`config.mk`:
```
export PLATFORM = sky130hd
export DESIGN_NAME = alu_seq
export DESIGN_NICKNAME = d
export VERILOG_FILES = /design/src/rtl/alu_pkg.sv /design/src/rtl/alu_iter_unit.sv /design/src/rtl/alu_seq.sv
export SDC_FILE = /design/constraint.sdc
export NUM_CORES = 1
export LEC_CHECK = 0
export CAP_MARGIN = 10
export CORE_UTILIZATION = 50
export DETAILED_ROUTE_END_ITERATION = 10
export HOLD_SLACK_MARGIN = 0.05
export PLACE_DENSITY = 0.74
export SYNTH_ARGS = -nofsm -noshare
export SYNTH_HDL_FRONTEND = slang
export SYNTH_HIERARCHICAL = 1
export SYNTH_SLANG_ARGS = --single-unit
```
`constraint.sdc`:
```
create_clock -name clk -period 5.4 [get_ports clk]
set_clock_uncertainty 0.05 [all_clocks]
set_input_delay 1.62 -clock clk [delete_from_list [all_inputs] [get_ports clk]]
set_output_delay 1.62 -clock clk [all_outputs]
set_load 0.01 [all_outputs]
```
`src/rtl/alu_pkg.sv`:
```
// Shared operation encodings and FSM state type for the sequential ALU.
package alu_pkg;

    typedef enum logic [2:0] {
        OpAnd = 3'b000,
        OpOr  = 3'b001,
        OpAdd = 3'b010,
        OpSub = 3'b011,
        OpSlt = 3'b100,
        OpNor = 3'b101,
        OpMul = 3'b110,
        OpDiv = 3'b111
    } op_e;

    typedef enum logic [1:0] {
        StIdle = 2'b00,
        StMul  = 2'b01,
        StDiv  = 2'b10,
        StDone = 2'b11
    } state_e;

endpackage

```
`src/rtl/alu_iter_unit.sv`:
```
// Iterative datapath: shift-add multiply and restoring divide, one bit per step.
module alu_iter_unit import alu_pkg::*; #(
    parameter int unsigned WIDTH = 16
) (
    input  logic             clk,
    input  logic             reset,
    input  logic             load,
    input  logic             is_div,
    input  logic             step,
    input  logic [WIDTH-1:0] a,
    input  logic [WIDTH-1:0] b,
    output logic             last,
    output logic [WIDTH-1:0] lo_next,
    output logic [WIDTH-1:0] hi_next,
    output logic             dbz
);

    localparam int unsigned CntW = $clog2(WIDTH) + 1;

    // hi: product high half / partial remainder; lo: multiplier / dividend-quotient
    logic [WIDTH-1:0] hi_q, hi_d, lo_q, lo_d, opnd_q, opnd_d;
    logic [CntW-1:0]  cnt_q, cnt_d;
    logic             div_q, div_d, dbz_q, dbz_d;
    logic [WIDTH:0]   acc, shifted, trial;

    // Next-state for load and per-step iteration
    always_comb begin
        hi_d    = hi_q;
        lo_d    = lo_q;
        opnd_d  = opnd_q;
        cnt_d   = cnt_q;
        div_d   = div_q;
        dbz_d   = dbz_q;
        acc     = {1'b0, hi_q} + (lo_q[0] ? {1'b0, opnd_q} : '0);
        shifted = {hi_q, lo_q[WIDTH-1]};
        trial   = shifted - {1'b0, opnd_q};
        if (load) begin
            cnt_d = '0;
            div_d = is_div;
            dbz_d = is_div && (b == '0);
            if (is_div && (b == '0)) begin
                // Divide by zero: final answer is known, iterations just burn time
                hi_d   = a;
                lo_d   = '1;
                opnd_d = b;
            end else if (is_div) begin
                hi_d   = '0;
                lo_d   = a;
                opnd_d = b;
            end else begin
                hi_d   = '0;
                lo_d   = b;
                opnd_d = a;
            end
        end else if (step) begin
            cnt_d = cnt_q + CntW'(1);
            if (dbz_q) begin
                hi_d = hi_q;
            end else if (div_q) begin
                if (!trial[WIDTH]) begin
                    hi_d = trial[WIDTH-1:0];
                    lo_d = {lo_q[WIDTH-2:0], 1'b1};
                end else begin
                    hi_d = shifted[WIDTH-1:0];
                    lo_d = {lo_q[WIDTH-2:0], 1'b0};
                end
            end else begin
                {hi_d, lo_d} = {acc, lo_q[WIDTH-1:1]};
            end
        end
    end

    // Datapath registers
    always_ff @(posedge clk) begin
        if (reset) begin
            hi_q   <= '0;
            lo_q   <= '0;
            opnd_q <= '0;
            cnt_q  <= '0;
            div_q  <= 1'b0;
            dbz_q  <= 1'b0;
        end else begin
            hi_q   <= hi_d;
            lo_q   <= lo_d;
            opnd_q <= opnd_d;
            cnt_q  <= cnt_d;
            div_q  <= div_d;
            dbz_q  <= dbz_d;
        end
    end

    assign last    = (cnt_q == CntW'(WIDTH - 1));
    assign lo_next = lo_d;
    assign hi_next = hi_d;
    assign dbz     = dbz_q;

endmodule

```
`src/rtl/alu_seq.sv`:
```
// Sequential ALU: single-cycle logic/arith ops, iterative MUL/DIV via alu_iter_unit.
module alu_seq import alu_pkg::*; #(
    parameter int unsigned WIDTH = 16
) (
    input  logic             clk,
    input  logic             reset,
    input  logic             start,
    input  logic [2:0]       op,
    input  logic [WIDTH-1:0] a,
    input  logic [WIDTH-1:0] b,
    output logic             busy,
    output logic             done,
    output logic [WIDTH-1:0] result,
    output logic [WIDTH-1:0] result_hi,
    output logic             zero,
    output logic             carry,
    output logic             overflow,
    output logic             div_by_zero
);

    state_e           state_q, state_d;
    op_e              op_s;
    logic             load, step, last, iter_dbz, cap_alu, cap_iter;
    logic [WIDTH-1:0] lo_next, hi_next, b_eff, alu_res;
    logic [WIDTH:0]   sum;
    logic             sub_en, ovf_as, alu_carry, alu_ovf;

    assign op_s = op_e'(op);

    // FSM next state and iteration control
    always_comb begin
        state_d = state_q;
        load    = 1'b0;
        cap_alu = 1'b0;
        unique case (state_q)
            StIdle: begin
                if (start) begin
                    if (op_s == OpMul) begin
                        state_d = StMul;
                        load    = 1'b1;
                    end else if (op_s == OpDiv) begin
                        state_d = StDiv;
                        load    = 1'b1;
                    end else begin
                        state_d = StDone;
                        cap_alu = 1'b1;
                    end
                end
            end
            StMul, StDiv: begin
                if (last) state_d = StDone;
            end
            StDone:  state_d = StIdle;
            default: state_d = StIdle;
        endcase
    end

    assign step     = (state_q == StMul) || (state_q == StDiv);
    assign cap_iter = step && last;
    assign busy     = step;
    assign done     = (state_q == StDone);

    // Single-cycle ALU; ADD/SUB/SLT share one WIDTH+1 adder
    always_comb begin
        sub_en    = (op_s == OpSub) || (op_s == OpSlt);
        b_eff     = sub_en ? ~b : b;
        sum       = {1'b0, a} + {1'b0, b_eff} + {{WIDTH{1'b0}}, sub_en};
        // Carry into MSB recovered from the MSB sum bit
        ovf_as    = (a[WIDTH-1] ^ b_eff[WIDTH-1] ^ sum[WIDTH-1]) ^ sum[WIDTH];
        alu_res   = '0;
        alu_carry = 1'b0;
        alu_ovf   = 1'b0;
        case (op_s)
            OpAnd: alu_res = a & b;
            OpOr:  alu_res = a | b;
            OpNor: alu_res = ~(a | b);
            OpAdd, OpSub: begin
                alu_res   = sum[WIDTH-1:0];
                alu_carry = sum[WIDTH];
                alu_ovf   = ovf_as;
            end
            OpSlt:   alu_res = {{(WIDTH-1){1'b0}}, sum[WIDTH-1] ^ ovf_as};
            default: alu_res = '0;
        endcase
    end

    // State register
    always_ff @(posedge clk) begin
        if (reset) state_q <= StIdle;
        else       state_q <= state_d;
    end

    // Result and flag registers, updated only when an operation completes
    always_ff @(posedge clk) begin
        if (reset) begin
            result      <= '0;
            result_hi   <= '0;
            zero        <= 1'b0;
            carry       <= 1'b0;
            overflow    <= 1'b0;
            div_by_zero <= 1'b0;
        end else if (cap_alu) begin
            result      <= alu_res;
            result_hi   <= '0;
            zero        <= (alu_res == '0);
            carry       <= alu_carry;
            overflow    <= alu_ovf;
            div_by_zero <= 1'b0;
        end else if (cap_iter) begin
            result      <= lo_next;
            result_hi   <= hi_next;
            zero        <= (lo_next == '0);
            carry       <= 1'b0;
            overflow    <= 1'b0;
            div_by_zero <= iter_dbz && (state_q == StDiv);
        end
    end

    alu_iter_unit #(
        .WIDTH (WIDTH)
    ) u_iter (
        .clk     (clk),
        .reset   (reset),
        .load    (load),
        .is_div  (op_s == OpDiv),
        .step    (step),
        .a       (a),
        .b       (b),
        .last    (last),
        .lo_next (lo_next),
        .hi_next (hi_next),
        .dbz     (iter_dbz)
    );

endmodule

```
After elaboration in Yosys (flattened, before gate mapping)
Index checks and enable logic that the tools add are counted.
{ "word_totals": {"inputBits": 38, "wordCells": 95, "register_bits": 93, "out_inout_bits": 38} }
{ "classes": {"n_mux": 40, "bitwise_logic": 8, "n_eq_ne": 13, "reduce_logical": 16, "n_addsub": 5} }
{ "ops": {"columns": ["operator", "n"], "rows": [
  ["2-to-1 mux 16 bit", 18],
  ["case mux 16 bit (5 select lines)", 1],
  ["logical NOT 16 bit", 3],
  ["NOT 16 bit", 2],
  ["adder 16 x 16 -> 17 bit", 1],
  ["adder 16 x 17 -> 17 bit", 1],
  ["adder 17 x 1 -> 17 bit", 1],
  ["2-to-1 mux 1 bit", 17],
  ["subtractor 17 x 16 -> 17 bit", 1],
  ["AND 16 bit", 1],
  ["bitwise OR 16 bit", 1],
  ["== test 3 bit, second input constant", 4],
  ["OR reduction 2 bit", 4],
  ["== test 3 x 2 -> 1 bit, second input constant", 2],
  ["2-to-1 mux 2 bit", 3],
  ["case mux 2 bit (3 select lines)", 1],
  ["adder 5 x 1 -> 5 bit, second input constant", 1],
  ["== test 5 x 4 -> 1 bit, second input constant", 1],
  ["== test 2 bit, second input constant", 2],
  ["!= test 2 bit, second input constant", 2],
  ["bitwise XOR 1 bit", 4],
  ["== test 3 x 1 -> 1 bit, second input constant", 1],
  ["logical AND 1 bit", 3],
  ["logical NOT 3 bit", 1],
  ["5 further kinds", 6]
]} }

Depth between registers and ports, before layout
{ "logic_depth": {"depth_word": 11, "depth_mapped": 16} }

Hierarchy
Netlist, hierarchy kept.
{ "modules_own_cells": {"columns": ["module", "seq_area_each_um2", "n_inst", "area_per_inst_um2", "cells_per_inst"], "rows": [
  ["alu_iter_unit", 1101.1, 1, 5081.1, 642],
  ["alu_seq", 760.7, 1, 3234.4, 440]
]} }

Worst setup path before layout
OpenSTA, ideal clock, no wires.
{ "synth_path": {"path_type": "input to register", "from": "input op[0]", "to": "register zero", "path_stages": 14, "t_required_ps": 5291, "setup_ps": 59, "slack_ps": -360, "arrival_time_ps": 5651, "path_cell_list": "clkbuf_1 -> buf_1 -> a21oi_1 -> clkbuf_1 -> xnor2_1 -> fa_1 -> a211o_1 -> a2111oi_4 -> o211a_1 -> nor3_1 -> or4_4 -> nor4b_2 -> nor4b_2 -> a41o_1"} }
{ "synth_via": {"elab_chain_cells": 11, "elab_cells_between_ends": 35, "cone_classes": "add/sub: 2; eq/ne: 7; mux: 15; bitwise: 4; reduce/logical: 7"} }
{ "synth_lines": {"columns": ["item", "line_no", "text"], "rows": [
  ["start: declaration", "alu_seq.sv:8", "input logic [2:0] op,"],
  ["== test 3 x 2 -> 1 bit or == test 3 bit (tied branches)", "alu_seq.sv:65, alu_seq.sv:73", null],
  ["logical OR 1 bit", "alu_seq.sv:65", "sub_en = (op_s == OpSub) || (op_s == OpSlt);"],
  ["2-to-1 mux 16 bit", "alu_seq.sv:66", "b_eff = sub_en ? ~b : b;"],
  ["adder 16 x 16 -> 17 bit", "alu_seq.sv:67", "sum = {1'b0, a} + {1'b0, b_eff} + {{WIDTH{1'b0}}, sub_en};"],
  ["adder 17 x 1 -> 17 bit", "alu_seq.sv:67", null],
  ["bitwise XOR 1 bit (2 in a row)", "alu_seq.sv:69", "ovf_as = (a[WIDTH-1] ^ b_eff[WIDTH-1] ^ sum[WIDTH-1]) ^ sum[WIDTH];"],
  ["bitwise XOR 1 bit", "alu_seq.sv:82", "OpSlt: alu_res = {{(WIDTH-1){1'b0}}, sum[WIDTH-1] ^ ovf_as};"],
  ["case mux 16 bit (5 select lines)", "alu_seq.sv:73", "case (op_s)"],
  ["logical NOT 16 bit", "alu_seq.sv:105", "zero <= (alu_res == '0);"],
  ["2-to-1 mux 1 bit", "alu_seq.sv:102", "end else if (cap_alu) begin"],
  ["end signal: assignment", "alu_seq.sv:105", null],
  ["end signal: assignment", "alu_seq.sv:112", "zero <= (lo_next == '0);"],
  ["end: declaration", "alu_seq.sv:15", "output logic zero,"]
]} }
Parallel ways exist; a longest one is shown, timed or not. The select of a mux whose other input is x is not followed.
A chain may end at the register's enable or synchronous reset.

Final worst setup path
{ "layout_path": {"from": "input op[2]", "to": "register zero"} }
The elaborated chain is that of the path after synthesis.

==> flow_summary_export.csv <==
group,metric,value,unit
die,num_rows,46,
clocking,cts_root_buffer,"clkbuf_16",
critical_path,cp.required,5.66,ns
clocking,tritoncts,"built",
clocking,htreeDepth,3,
finish,fin_cells,1389,
placed_design,dpl_cell_area,0.00955,mm^2
critical_path,arrival,5.43,ns
synth,syn-num-nets,1178,
die,dieArea,0.0172,mm^2
sta,worstMarginPinSlew,0.813,ns
synth,syn_area,0.00832,mm^2
finish,fin_nets,1264,
drt,finalWirelength,26800,um
critical_path,startpoint_type,"input pin",
placed_design,dp_cells,1373,
job,cap_violations,0,
drt,drt_first_pass_iters,5,
finish,fill_cells,1473,
status,status,"complete, no violations",
clocking,ctsResizeCount,0,
sta,fin_crit_sh,95.8,%
sta,max_freq,193,MHz
drt,drt_iter0_drc,960,
drt,route.detailed.wl_per_inst,19.3,um
finish,syn_to_final_growth,18.5,%
sta,relSlewSlack,45.8,%
pwr,p_int,2.04,mW
sta,rsz0062_at_grt,"false",
sta,tns,0,ns
finish,design_area,0.00986,mm^2
clocking,path_clk_slew,0.07,ns
synth,netlist_instances,1082,
drt,wl_met2,12100,um
pwr,p_comb_share,57.7,%
global_route,antenna_found_initial,0,
pwr,p_seq_share,24.3,%
drt,num_vias,8644,
pwr,switching_share,45.5,%
drt,top_layer,"met4",
synth,synth_cell_types,91,
critical_path,r2r-start,"u_iter/lo_q[15]",
hold_path,hold_class,"flop to flop",
pwr,power.density,379,mW/mm^2
critical_path,crit_fanout,4,
critical_path,cp-startpoint,"op[2]",
finish,drive_gt1_share,10.5,%
drt,wl_met1,11500,um
synth,synth_edf_count,0,
global_route,grt-ovfl-total,0,
clocking,cts.sinks,93,
global_route,grt_pass1_wl,41300,um
pwr,p_clk_share,18.1,%
pwr,p_switching,1.70,mW
synth,ys.flop_type,"dfxtp_1",
clocking,holdBufCountCts,0,
sta,hold_violations,0,
hold_path,worstHoldStart,"result_hi[11]",
drt,final_antenna_net_count,0,
global_route,grt_max_degree,55,
pwr,cellLeakagePower,3.70,nW
placed_design,place_congestion,0.956,
clocking,post-cts-setup-buffers,0,
drt,via_per_inst,6.22,
pwr,ir_drop,0.000233,V
synth,synth_seq_area_share,22.4,%
synth,syn_area_per_cell,7.69,um^2
sta,finalSetupViolCount,0,
die,die_w,131,um
synth,yosys_warnings,6,
die,boundaryPins,76,
clocking,clk_latency,0.36,ns
die,coreArea,0.0161,mm^2
sta,final_max_slew_viol_count,0,
finish,antenna_cells,0,
sta,fin_crit,5.17,ns
global_route,track_usage,31.7,%
die,floorplan.initialDensity,51.8,%
placed_design,dp_hpwl,20400,um
critical_path,cp-end-kind,"flop",
synth,ys_seq_elements,93,
drt,drc,0,
clocking,cts_buffers,9,
placed_design,io_buffers,75,
drt,met3_wirelength,2010,um
clocking,clock_path_buffers,2,
synth,async_reset_ff_share,0,%
critical_path,path_class,"input pin to flop",
die,die_h,131,um
global_route,grt_pass1_vias,7762,
[metal layers]
layer | up-vias | GRT usage, %
met5 | - | 0
met4 | 0 | 14.3
met3 | 80 | 5.21
met2 | 424 | 50.6
met1 | 3992 | 41.8
li1 | 4148 | -
[through the flow]
step                hold slack, ns  setup slack (ns)  util [%]  power [mW]
CTS                          0.406             0.239      61.4        3.70
global route                 0.424            0.0110      61.4        3.97
global placement             0.395           -0.0712      59.5        3.00
detailed placement           0.396            -0.121      59.5        3.02
finish                       0.405             0.225      61.4        3.74
floorplan                    0.415            0.0277         -        2.49
[registers in the layout (all words and copies together) (netlist names)]
| name | cells |
|---|---|
| result | 16 |
| result_hi | 16 |
| u_iter/hi_q | 16 |
| u_iter/lo_q | 16 |
| u_iter/opnd_q | 16 |
| u_iter/cnt_q | 5 |
| state_q | 2 |
| carry | 1 |
| div_by_zero | 1 |
| overflow | 1 |
| u_iter/dbz | 1 |
| u_iter/div_q | 1 |
| zero | 1 |
[critical path: stages]
cell and delay [ns]:
clkdlybuf4s50_1 0.50, and2b_2 0.26, a21oi_2 0.30, buf_4 0.18
xnor2_1 0.11, ha_1 0.26, a211o_1 0.35, a2111oi_4 0.32
o211a_1 0.19, nor3_1 0.07, or4_4 0.53, nor4b_2 0.31
nor4b_2 0.25, a41o_1 0.19
[worst paths after layout]
check / slack [ns] / endpoint / cells past startpoint
max: 0.23 / zero / 14
min: 0.41 / result_hi[11] / 2
max reg2reg: 1.65 / zero / 16
min reg2reg: 0.41 / result_hi[11] / 2
[power groups by stage]
stage                     Clock, mW  Combinational [mW]  Sequential (mW)
after CTS                     0.677                2.12            0.902
after global placement            0                2.08            0.916
after detailed placement          0                2.10            0.916
after floorplan                   0                1.60            0.891
after global routing          0.708                2.34            0.920
final                         0.676                2.16            0.907
[synth_stat cells, drive strengths merged (4+ instances only)]
cell type  count  area [um^2]
a2111oi        5         75.1
a211o          4         35.0
a211oi        44          345
a21o          10         75.1
a21oi         88          455
a221oi         9         78.8
a22o           4         35.0
a22oi          9         72.6
a311oi        11         96.3
a31oi         26          163
and2          41          257
and3           8         50.1
buf           18          113
clkbuf        49          184
dfxtp         93         1860
ha            55          688
inv           39          146
maj3          14          140
mux2i         53          531
nand2        128          480
nand2b         5         31.3
nand3         16         85.1
nand4          6         37.5
nor2         100          378
nor2b          5         31.3
nor3          25          140
nor4          15          100
o211ai        11         97.6
o21a          12         90.1
o21ai         47          235
o22ai          6         37.5
o311a          5         50.1
o31a           5         43.8
o31ai          5         37.5
or3            9         56.3
xnor2         32          280
xor2          16          140
[final cells by class]
type	instances	area, um^2	area share [%]
Clock inverter	6	76.3	0.774
Timing Repair Buffer	142	1250	12.7
Clock buffer	10	229	2.32
Inverter	40	150	1.52
Sequential cell	93	1860	18.9
Multi-Input combinational cell	882	6020	61.1
Tap cell	216	270	2.74
[kinds of logic (layout without fill, tap and decap cells)]
| logic type | Yosys count | in the layout | synth area share, % |
|---|---|---|---|
| AO/OA/AOI/OAI | 329 | 329 | 27.7 |
| XOR/XNOR | 48 | 48 | 5.06 |
| adder cells (fa/ha/maj) | 72 | 72 | 10.7 |
| buffers and inverters | 107 | 198 | 5.37 |
| flip-flops | 93 | 93 | 22.4 |
| multiplexers | 55 | 55 | 6.74 |
| AND/OR/NAND/NOR | 378 | 378 | 22.0 |
[placed cells by master (no fill, tap or decap), drive strengths merged, types with 4 or more instances in the layout]
cell / n
a2111oi: 5
a211o: 4
a211oi: 44
a21o: 10
a21oi: 88
a221oi: 9
a22o: 4
a22oi: 9
a311oi: 11
a31oi: 26
and2: 41
and3: 8
buf: 68
clkbuf: 10
clkdlybuf4s50: 74
dfxtp: 93
ha: 55
inv: 43
maj3: 14
mux2i: 53
nand2: 128
nand2b: 5
nand3: 16
nand4: 6
nor2: 100
nor2b: 5
nor3: 25
nor4: 15
o211ai: 11
o21a: 12
o21ai: 47
o22ai: 6
o311a: 5
o31a: 5
o31ai: 5
or3: 9
xnor2: 32
xor2: 16
(Power assumes the default switching activity.)
==> variant 1 (config.mk and constraints unchanged) <==
`WIDTH` is set to 16 in 2 places; all go to 32.
--- a/src/rtl/alu_iter_unit.sv
+++ b/src/rtl/alu_iter_unit.sv
@@ -1,6 +1,6 @@
 // Iterative datapath: shift-add multiply and restoring divide, one bit per step.
 module alu_iter_unit import alu_pkg::*; #(
-    parameter int unsigned WIDTH = 16
+    parameter int unsigned WIDTH = 32
 ) (
     input  logic             clk,
     input  logic             reset,
--- a/src/rtl/alu_seq.sv
+++ b/src/rtl/alu_seq.sv
@@ -1,6 +1,6 @@
 // Sequential ALU: single-cycle logic/arith ops, iterative MUL/DIV via alu_iter_unit.
 module alu_seq import alu_pkg::*; #(
-    parameter int unsigned WIDTH = 16
+    parameter int unsigned WIDTH = 32
 ) (
     input  logic             clk,
     input  logic             reset,
Interface: changed (resized a, b, result and result_hi); port bits go from 76 to 140. The function was not compared with the original's and may differ.
==> variant 1 against the original RTL <==
  * Area after synthesis grew 98%
  * Die area is 96% higher
  * Total power rose by 110%
  * Wire length increased to 2.7 times the old value
  * Final area is 110% higher
  * Utilization rose by 3.0 points
  * Sequential cell count increased by 81
  * Worst setup slack worse by 0.17 ns
  * Critical endpoint is now overflow$_SDFFE_PP0P_
  * Largest power group unchanged
==> variant 1: results (changes against the original RTL) <==
Hold Path Sink result_hi[10]$_SDFFE_PP0P_; maximum fanout along the worst path 10 (+6); vias in the first global route 18.9k (+140%); dpl cell area 20200 sq um (+110%); Routed WL 72.0 mm (+170%); worst-skew pair later-pin latency 0.44 ns (+0.08 ns); reg2reg end result_hi[3]$_SDFFE_PP0P_; H-tree levels 4 (+1); top cells by area, synth dfxtp_1, ha_1, a21oi_1; gpl congestion 1.00 (+4.8%); synth cell count leaders nand2_1, a21oi_1, nor2_1, dfxtp_1, o21ai_0; hpwl dp 56.1 mm (+180%); Critical Path End overflow$_SDFFE_PP0P_; critical path arrival 5.67 ns (+0.24 ns); layout cells sized above 1 0.151 (+0.0462); drt pass-1 iters 6 (+1); Iter 0 DRT Violations 2484 (+160%); CP max stage cell clkdlybuf4s50_1; leak pwr 8.16 nW (+120%); nets 2797 (+120%); Cells after DPL 3042 (+120%); vias per cell 6.44 (+3.5%); GRT met3 Usage 0.0563 (+0.00414); met2 WL post-DR 32.6 mm (+170%); # port buffers 139 (+85%); min-delay src result_hi[10]$_SDFFE_PP0P_; Mapped Cells 2313 (+110%); RR Startpoint u_iter/lo_q[31]$_SDFF_PP0_; M1 GR Usage 0.519 (+0.100); total CTS buffers 17 (+8); outcome completed
[variant 1: report_power, final]
group | switching (mW) | internal [mW] | total [mW]
Combinational | 2.98 | 1.88 | 4.86
Sequential | 0.244 | 1.48 | 1.72
Clock | 0.578 | 0.676 | 1.25
Total | 3.80 | 4.03 | 7.83
[variant 1: cell type report]
class | instances | area (sq um)
Antenna cell | 2 | 5.00
Clock buffer | 21 | 460
Clock inverter | 11 | 120
Fill cell | 2944 | 11600
Inverter | 62 | 233
Multi-Input combinational cell | 1920 | 12300
Sequential cell | 174 | 3490
Tap cell | 442 | 553
Timing Repair Buffer | 447 | 3770
[variant 1: kinds of logic after synthesis]
logic type,Yosys count
compound gates,780
xor+xnor,108
fa+ha+maj,115
buf+inv,219
flops,174
mux,72
simple gates,845
[variant 1: timing repair]
| item | in CTS | in global routing |
|---|---|---|
| resized for setup | 2 | 17 |
| gates cloned | 0 | 1 |
| buffers inserted | 0 | 2 |
| pin swaps | 0 | 5 |
| endpoints found under the setup margin | 1 | 9 |
==> variant 2 (same flow settings) <==
Without the edit above. Re-encode `state_e` (4 states) as one-hot, 4 bits wide.
--- a/src/rtl/alu_pkg.sv
+++ b/src/rtl/alu_pkg.sv
@@ -12,11 +12,11 @@
         OpDiv = 3'b111
     } op_e;
 
-    typedef enum logic [1:0] {
-        StIdle = 2'b00,
-        StMul  = 2'b01,
-        StDiv  = 2'b10,
-        StDone = 2'b11
+    typedef enum logic [3:0] {
+        StIdle = 4'b0001,
+        StMul  = 4'b0010,
+        StDiv  = 4'b0100,
+        StDone = 4'b1000
     } state_e;
 
 endpackage
Behaviour: no difference found for any inputs over 10 cycles, from zero or initial values and one cycle with reset high; not proved beyond that.
==> variant 2 against the original RTL <==
  * Register-to-register slack gained 0.16 ns
  * Final area fell by 1.2%
  * Area after synthesis up 0.74%
  * Wire length increased by 4.4%
  * Worst setup slack improved by 0.16 ns
  * Sequential cell count is 2 higher
  * Count of clock-buffer cells in the layout did not move
Power is not compared: it rests on default switching activity, and its combinational part moved more than twofold at a synthesized area within 25%.
==> variant 2: results (changes against the original RTL) <==
hpwl dp 21.2 mm (+4.0%); synth warn 6 (unchanged); Peak supply drop 174 uV; Cells after DPL 1361 (-0.87%); Root Buffer clkbuf_16; async set-reset flop share out of synthesis 0 (unchanged); GRT Util Overall 0.320 (+0.00297); largest stage delay on the critical path 0.48 ns (-0.05 ns); HP Class reg -> reg; Routed WL 28.0 mm (+4.4%); vias in the first global route 8123 (+4.7%); Mapped Cells 1093 (+1.0%); post-synthesis mux area share 0.0693 (+0.00190); leak pwr 3.63 nW; met2 GRT Util 0.531 (+0.0248); top cells by area, synth dfxtp_1, ha_1, mux2i_1; Yosys cell types 91 (unchanged); layout cells sized above 1 0.0844 (-0.0204); post-place setup slack 0.0602 ns (+0.181 ns); post_cts resized 0 (unchanged); postcts setup bufs 0 (unchanged); clk slew on worst S/H paths 0.07 ns (about the same); post-synthesis compound-gate area fraction 0.284 (+0.00693); CP max stage cell clkdlybuf4s50_1; largest net degree at the start of global routing 50 (-9.1%); critical path arrival 5.25 ns (-0.18 ns); drt pass-1 iters 6 (+1); initial antenna violation count 0 (unchanged); nets 1248 (-1.3%); FILL cells 1503 (+2.0%); M1 GR Usage 0.412 (-0.00607); synth cell count leaders nand2_1, nor2_1, dfxtp_1, a21oi_1, mux2i_1; ant diodes 0 (unchanged); maximum fanout along the worst path 12 (+8); Iter 0 DRT Violations 741 (-23%); Clock Path Buffers 2 (unchanged); GRT met3 Usage 0.0343 (-0.0178); H-tree levels 3 (unchanged); routed length per instance 20.3 microns (+5.3%); Worst-Margin Slew 1.20 ns (+0.391 ns); vias 8678 (+0.39%); total CTS buffers 9 (unchanged); # port buffers 75 (unchanged); XOR/XNOR share of the synthesized area 0.0491 (-0.00142); outcome completed; first-pass GRT wire length 43.8 mm (+6.1%); gpl congestion 0.976 (+2.1%); Int Power 1.36 mW; sequential-to-total area share from yosys stat 0.227 (+0.00314); Post-Synth Adder-Cell Area 0.0953 (-0.0115); worst-skew pair later-pin latency 0.36 ns (about the same)
[variant 2: path summary, 6_finish.rpt]
check                             startpoint                         end  slack [ns]  cells after the start
setup / recovery                       op[2]           zero$_SDFFE_PP0P_        0.38                     15
hold / removal    result_hi[14]$_SDFFE_PP0P_  result_hi[14]$_SDFFE_PP0P_        0.40                      2
setup reg to reg  u_iter/lo_q[15]$_SDFF_PP0_   result_hi[3]$_SDFFE_PP0P_        1.81                     13
hold reg to reg   result_hi[14]$_SDFFE_PP0P_  result_hi[14]$_SDFFE_PP0P_        0.40                      2
[variant 2: worst max-delay path, delay by kind of cell]
kind                     cells  cell delay, ns
AO/OA/AOI/OAI                4            0.75
XOR/XNOR                     1            0.16
adder cells (fa/ha/maj)      1            0.30
buffers and inverters        3            0.83
AND/OR/NAND/NOR              6            1.57
[variant 2: area by class of cell]
class / instances / share of cell area
flip-flops and latches: 95 / 0.195
repair buffers: 120 / 0.113
clock buffers: 10 / 0.0235
well taps: 216 / 0.0278
inverters: 36 / 0.0139
multi-input cells: 894 / 0.622
clock inverters: 6 / 0.00527
[variant 2: cell families (layout without fill, tap and decap cells)]
kind of cell,after synthesis,in the layout
DFF,95,95
xor gates and xnor gates,47,47
muxes,57,57
buffers and inverters,104,172
and+or+nand+nor,386,386
adders and majority gates,64,64
AOI/OAI and AO/OA,340,340
[variant 2: power by group through the flow]
stage	clock network, mW	registers (mW)	logic [mW]
4_1_cts	0.631	0.757	0.731
2_1_floorplan	0	0.768	0.492
3_3_place_gp	0	0.773	0.726
5_1_grt	0.659	0.761	0.803
6_report	0.627	0.758	0.745
3_5_place_dp	0	0.773	0.727
[variant 2: metal layers]
metal  wire [microns]  up-vias  share of wire
li1                 -     4150              -
met1            11800     4049           0.42
met2            12900      408           0.46
met3             2010       71          0.072
met4             1160        0          0.042
met5                0        -              0
[variant 2: per-stage QoR]
step | area (sq um) | utilization | total power [mW]
CTS | 9740 | 0.604 | 2.12
floorplan | 8380 | - | 1.26
global route | 9740 | 0.604 | 2.22
finish | 9740 | 0.604 | 2.13
global placement | 9460 | 0.587 | 1.50
detailed placement | 9460 | 0.587 | 1.50
